<file path="config.mk">
export PLATFORM = sky130hd
export DESIGN_NAME = irq_ctrl
export DESIGN_NICKNAME = d
export VERILOG_FILES = /design/src/rtl/irq_ctrl_pkg.sv /design/src/rtl/irq_prio_enc.sv /design/src/rtl/irq_ctrl.sv
export SDC_FILE = /design/constraint.sdc
export NUM_CORES = 1
export LEC_CHECK = 0
export BUFFER_PORTS_ARGS = -buffer_cell sky130_fd_sc_hd__buf_2
export CAP_MARGIN = 20
export CORE_MARGIN = 5
export CORE_UTILIZATION = 54
export CTS_CLUSTER_SIZE = 12
export DETAILED_ROUTE_END_ITERATION = 8
export GPL_TIMING_DRIVEN = 0
export MAX_ROUTING_LAYER = met4
export PLACE_DENSITY = 0.89
export SETUP_SLACK_MARGIN = 0.02
export SLEW_MARGIN = 20
export SYNTH_ARGS = -nofsm -noshare
export SYNTH_HDL_FRONTEND = slang
export SYNTH_SLANG_ARGS = --single-unit
</file>
<file path="constraint.sdc">
create_clock -name clk -period 1.8 [get_ports clk]
set_clock_uncertainty 0.2 [all_clocks]
set_input_delay 0 -clock clk [delete_from_list [all_inputs] [get_ports clk]]
set_output_delay 0 -clock clk [all_outputs]
set_load 0.005 [all_outputs]
</file>
<file path="src/rtl/irq_ctrl_pkg.sv">
`default_nettype none
// ============================================================================
// Module      : irq_ctrl_pkg
// Description : Shared types and constants for the irq_ctrl interrupt block.
// Revision    : 1.0 - initial release
// ============================================================================
package irq_ctrl_pkg;

    typedef enum logic [1:0] {
        IDLE    = 2'd0,
        REQ     = 2'd1,
        SERVICE = 2'd2
    } state_t;

    localparam logic [1:0]  REG_ENABLE  = 2'd0;
    localparam logic [1:0]  REG_PENDING = 2'd1;
    localparam logic [1:0]  REG_EDGE    = 2'd2;
    localparam logic [1:0]  REG_CAUSE   = 2'd3;

    localparam logic [15:0] CAUSE_NONE  = 16'hFFFF;

endpackage
`default_nettype wire

</file>
<file path="src/rtl/irq_prio_enc.sv">
`default_nettype none
// ============================================================================
// Module      : irq_prio_enc
// Description : Lowest-index-wins priority encoder for active interrupt lines.
// Revision    : 1.0 - initial release
// ============================================================================
module irq_prio_enc #(
    parameter int NUM_SRC = 8
) (
    input  logic [NUM_SRC-1:0] active,
    output logic [3:0]         sel,
    output logic               valid
);

    always_comb begin
        sel = 4'd0;
        // Scan downwards so the lowest set index is the last one to win.
        for (int i = NUM_SRC - 1; i >= 0; i--) begin
            if (active[i]) begin
                sel = 4'(i);
            end
        end
    end

    assign valid = |active;

endmodule
`default_nettype wire

</file>
<file path="src/rtl/irq_ctrl.sv">
`default_nettype none
// ============================================================================
// Module      : irq_ctrl
// Description : Interrupt controller: sync, latch, mask, prioritise, ack/EOI.
// Revision    : 1.0 - initial release
// ============================================================================
module irq_ctrl
    import irq_ctrl_pkg::*;
#(
    parameter int NUM_SRC = 8
) (
    input  logic               clk,
    input  logic               rst_n,
    input  logic [NUM_SRC-1:0] src,
    input  logic               reg_wr,
    input  logic [1:0]         reg_addr,
    input  logic [15:0]        reg_wdata,
    output logic [15:0]        reg_rdata,
    output logic               irq,
    input  logic               irq_ack
);

    logic [NUM_SRC-1:0] r_s1, r_s2, r_s3;
    logic [NUM_SRC-1:0] r_enable, r_edge, r_pend;
    logic [15:0]        r_cause;
    logic               r_irq;
    state_t             r_state;

    logic [NUM_SRC-1:0] w_active, w_w1c, w_ack_clr, w_pend_nxt;
    logic [3:0]         w_sel;
    logic               w_valid, w_take;
    state_t             w_state_nxt;
    logic [15:0]        w_cause_nxt, w_rdata;
    logic               w_unused;

    assign w_active = r_pend & r_enable;

    irq_prio_enc #(.NUM_SRC(NUM_SRC)) u_prio_enc (
        .active (w_active),
        .sel    (w_sel),
        .valid  (w_valid)
    );

    assign w_take = (r_state == REQ) && irq_ack;
    assign w_w1c  = (reg_wr && reg_addr == REG_PENDING) ? reg_wdata[NUM_SRC-1:0] : '0;

    always_comb begin
        w_ack_clr  = '0;
        w_pend_nxt = r_pend;
        for (int i = 0; i < NUM_SRC; i++) begin
            w_ack_clr[i] = w_take && w_valid && (w_sel == 4'(i));
            // A fresh edge beats a simultaneous clear so no event is lost.
            if (r_edge[i]) begin
                w_pend_nxt[i] = (r_s2[i] & ~r_s3[i]) |
                                (r_pend[i] & ~(w_w1c[i] | w_ack_clr[i]));
            end else begin
                w_pend_nxt[i] = r_s2[i];
            end
        end
    end

    always_comb begin
        w_state_nxt = r_state;
        w_cause_nxt = r_cause;
        case (r_state)
            IDLE: begin
                if (w_valid) w_state_nxt = REQ;
            end
            REQ: begin
                if (irq_ack) begin
                    w_state_nxt = SERVICE;
                    w_cause_nxt = w_valid ? {12'd0, w_sel} : CAUSE_NONE;
                end else if (!w_valid) begin
                    w_state_nxt = IDLE;
                end
            end
            SERVICE: begin
                if (reg_wr && reg_addr == REG_CAUSE) begin
                    w_state_nxt = IDLE;
                    w_cause_nxt = CAUSE_NONE;
                end
            end
            default: begin
                w_state_nxt = IDLE;
                w_cause_nxt = CAUSE_NONE;
            end
        endcase
    end

    always_ff @(posedge clk or negedge rst_n) begin
        if (!rst_n) begin
            r_s1     <= '0;
            r_s2     <= '0;
            r_s3     <= '0;
            r_enable <= '0;
            r_edge   <= '0;
            r_pend   <= '0;
            r_cause  <= CAUSE_NONE;
            r_irq    <= 1'b0;
            r_state  <= IDLE;
        end else begin
            r_s1    <= src;
            r_s2    <= r_s1;
            r_s3    <= r_s2;
            r_pend  <= w_pend_nxt;
            r_cause <= w_cause_nxt;
            r_state <= w_state_nxt;
            r_irq   <= (w_state_nxt == REQ);
            if (reg_wr && reg_addr == REG_ENABLE) r_enable <= reg_wdata[NUM_SRC-1:0];
            if (reg_wr && reg_addr == REG_EDGE)   r_edge   <= reg_wdata[NUM_SRC-1:0];
        end
    end

    always_comb begin
        w_rdata = '0;
        case (reg_addr)
            REG_ENABLE:  w_rdata[NUM_SRC-1:0] = r_enable;
            REG_PENDING: w_rdata[NUM_SRC-1:0] = r_pend;
            REG_EDGE:    w_rdata[NUM_SRC-1:0] = r_edge;
            default:     w_rdata = r_cause;
        endcase
    end

    assign reg_rdata = w_rdata;
    assign irq       = r_irq;
    assign w_unused  = &{1'b0, reg_wdata};

endmodule
`default_nettype wire

</file>
==> out/results.txt <==
Via/cell ratio - 5.77
Clock tree buffer depth - 2
FFs w/ async S/R, synth - 100%
Synthesized flop and latch total - 55
Worst setup path start - r_cause[14]
Worst skew pair latency - 310 ps
Hold WC Path Type - input pin to async pin
Share of layout cells above drive strength 1 - 36.7%
Die ar. - 5720 um2
Worst vdd ir - 724 uV
Global-route wire length before repair - 8110 um
Met1 GRT Util - 23.3%
Area leader, netlist - dfrtp_1
GR Util All Layers - 19.8%
Vias - 1,656
Post-synthesis cell area - 2330 um2
Grt met2 use - 33.7%
Setup CP Type - flip-flop to output port
GR Util met3 - 3.83%
N_diodes - 0
CP max stage cell - dfstp_2
Routed Antenna Nets - 0
CTS buffer count - 5
Final Net Count - 266
Max_slew headroom - 56.7%
Final Setup Violations - 0
Final core utilization - 70.9%
DR WL/cell - 16.5 um
CTS root buf - clkbuf_8
Setup Fix Bufs, Post-CTS - 0
# IOs - 47
Status - completed
EDFF count, synth - 0
Worst slack at placement - 141 ps
Syn_nets - 199
PortBufs - 38
CP peak stage delay - 630 ps
CTS clk-pin slew, worst paths - 90 ps
Cell chain of the critical path - and3_1 > buf_4 > buf_2
Initial DRC Count - 92
Max Cap Viol - 0
H-tree depth - 2
Lkg Pwr - 1.30 nW
# DRC - 0
Synth Instances - 169
Startpoint types - flip-flop
Chip Width - 75.6 um
Seq/Total Area, Yosys - 59.4%
CP Capture Type - output port
Sink Count - 55
Arrival @ worst endpoint - 1500 ps
Top cell family by delay on the critical path - flip-flops
Largest net degree at the start of global routing - 56
Tightest Pin Transition - 650 ps
RR Startpoint - r_enable[2]
Buf+Inv Stages, Crit Path - 2
Max FO, Critical Path - 8
Grt peak-use layer - met2
Initial antenna violation count - 0
Number of global-route vias before repair - 1,753
Detailed Place HPWL - 3330 um
YS warnings - 0
Final TNS setup - 0 ps
Synth top area cells - dfrtp_1 55%, mux2_2 7.7%, mux4_2 5.8%
Power density over the cells - 1090 nW/um2
Period utilisation layout - 94.5%
Gp weighted congestion - 0.861
Syn_area_per_cell - 13.8 um2
RSZ-0062 raised after global routing - no
Detailed Routing Iterations Pass 1 - 4
Fmax - 0.588 GHz
Tmin final - 1700 ps
Worst EP required - 1600 ps
Distinct cells, synth - 29
CORE AREA - 4090 um2
Area growth syn-to-layout - 24.6%
CTS tree - built
Die Y - 75.6 um
Final hold vios - 0
Final Max Slew Viols - 0
Fin worst setup slack - 99.1 ps
Synth top area share - 54.9%
Initial Utilization - 56.9%
Total power - 3.16 mW
Row cnt - 23
Synth Flop Type - dfrtp_1
Total grt overflow - 0
Routed wire length - 4730 um
==> synth_stat cells, types with 3 or more instances <==
cell type	n
dfrtp_1	51
nand2_1	17
mux2_2	16
a22o_1	4
a21oi_1	9
nor2_1	10
a32o_1	4
buf_4	8
a22oi_1	3
a31oi_1	9
a21boi_0	6
dfstp_2	4
mux4_2	6
==> layout by cell type (no fill, tap or decap), types with 2 or more instances in the layout <==
cell type,netlist,final
a21boi_0,6,6
nand4_1,2,2
buf_4,8,9
dfrtp_1,51,51
a22o_1,4,4
a22oi_2,0,2
mux4_1,2,2
clkbuf_8,0,5
a21oi_1,9,9
buf_2,2,39
clkbuf_1,0,2
nor4_1,2,2
a31oi_1,9,8
nor2_1,10,10
mux2_2,16,16
nand2_1,17,17
mux4_2,6,6
dfstp_2,4,4
and3b_1,2,2
a32o_1,4,4
nor2b_1,2,2
dlygate4sd3_1,0,22
==> area by class of cell <==
| cell class | instances | area, um2 |
|---|---|---|
| buffer | 11 | 81.3 |
| clock buffer | 7 | 76.3 |
| clock inverter | 1 | 5.00 |
| fill | 277 | 1190 |
| multi-input combinational | 103 | 880 |
| sequential | 55 | 1380 |
| tap | 50 | 62.6 |
| timing repair buffer | 60 | 413 |
==> state kept, by name, summed over array words and instances (netlist names) <==
name      flops
r_edge        8
r_s3          8
r_s1          8
r_state       2
r_cause       4
r_s2          8
r_enable      8
r_pend        8
irq           1
==> worst paths after layout <==
| check | slack (ps) | cells past startpoint | end |
|---|---|---|---|
| max reg2reg | 190 | 4 | r_pend[3] |
| min | 70 | 2 | r_s3[5] |
| max | 100 | 3 | reg_rdata[9] |
| min in group clk | 80 | 3 | r_edge[7] |
| min reg2reg | 150 | 0 | r_s2[2] |
| max in group asynchronous | 900 | 2 | r_s2[1] |
==> metal layers <==
metal	share of wire, %	vias up
met4	2.5	0
met1	39	814
li1	-	762
met3	7.3	11
met2	51	69
met5	0	-
==> stage by stage <==
stage / area (um2) / hold slack (ps) / cells
after CTS: 2880 / 84.4 / 287
after detailed placement: 2580 / -125 / 257
after global routing: 2900 / 114 / 287
final: 2900 / 70.3 / 287
after global placement: 2580 / -92.2 / 257
after floorplan: 2330 / -496 / 169
==> timing repair <==
action                                 4_1_cts  5_1_grt
setup endpoints to repair                    0        2
gates resized for setup                      0        3
endpoints found under the hold margin       92        0
hold buffers                                22        0
==> logic make-up (layout without fill, tap and decap cells) <==
group | Yosys count | after routing | synth area share [%]
compound gates | 38 | 38 | 11.6
buf+inv | 11 | 79 | 3.50
flops | 55 | 55 | 59.4
mux | 24 | 24 | 15.8
simple gates | 41 | 41 | 9.74
==> report_power, final <==
part           internal, mW  switching (mW)  total [mW]
Combinational         0.461           0.393       0.854
Clock                 0.274           0.358       0.632
Sequential             1.47           0.200        1.67
Total                  2.21           0.951        3.16
Note: power is estimated with default switching activity, not from simulation.
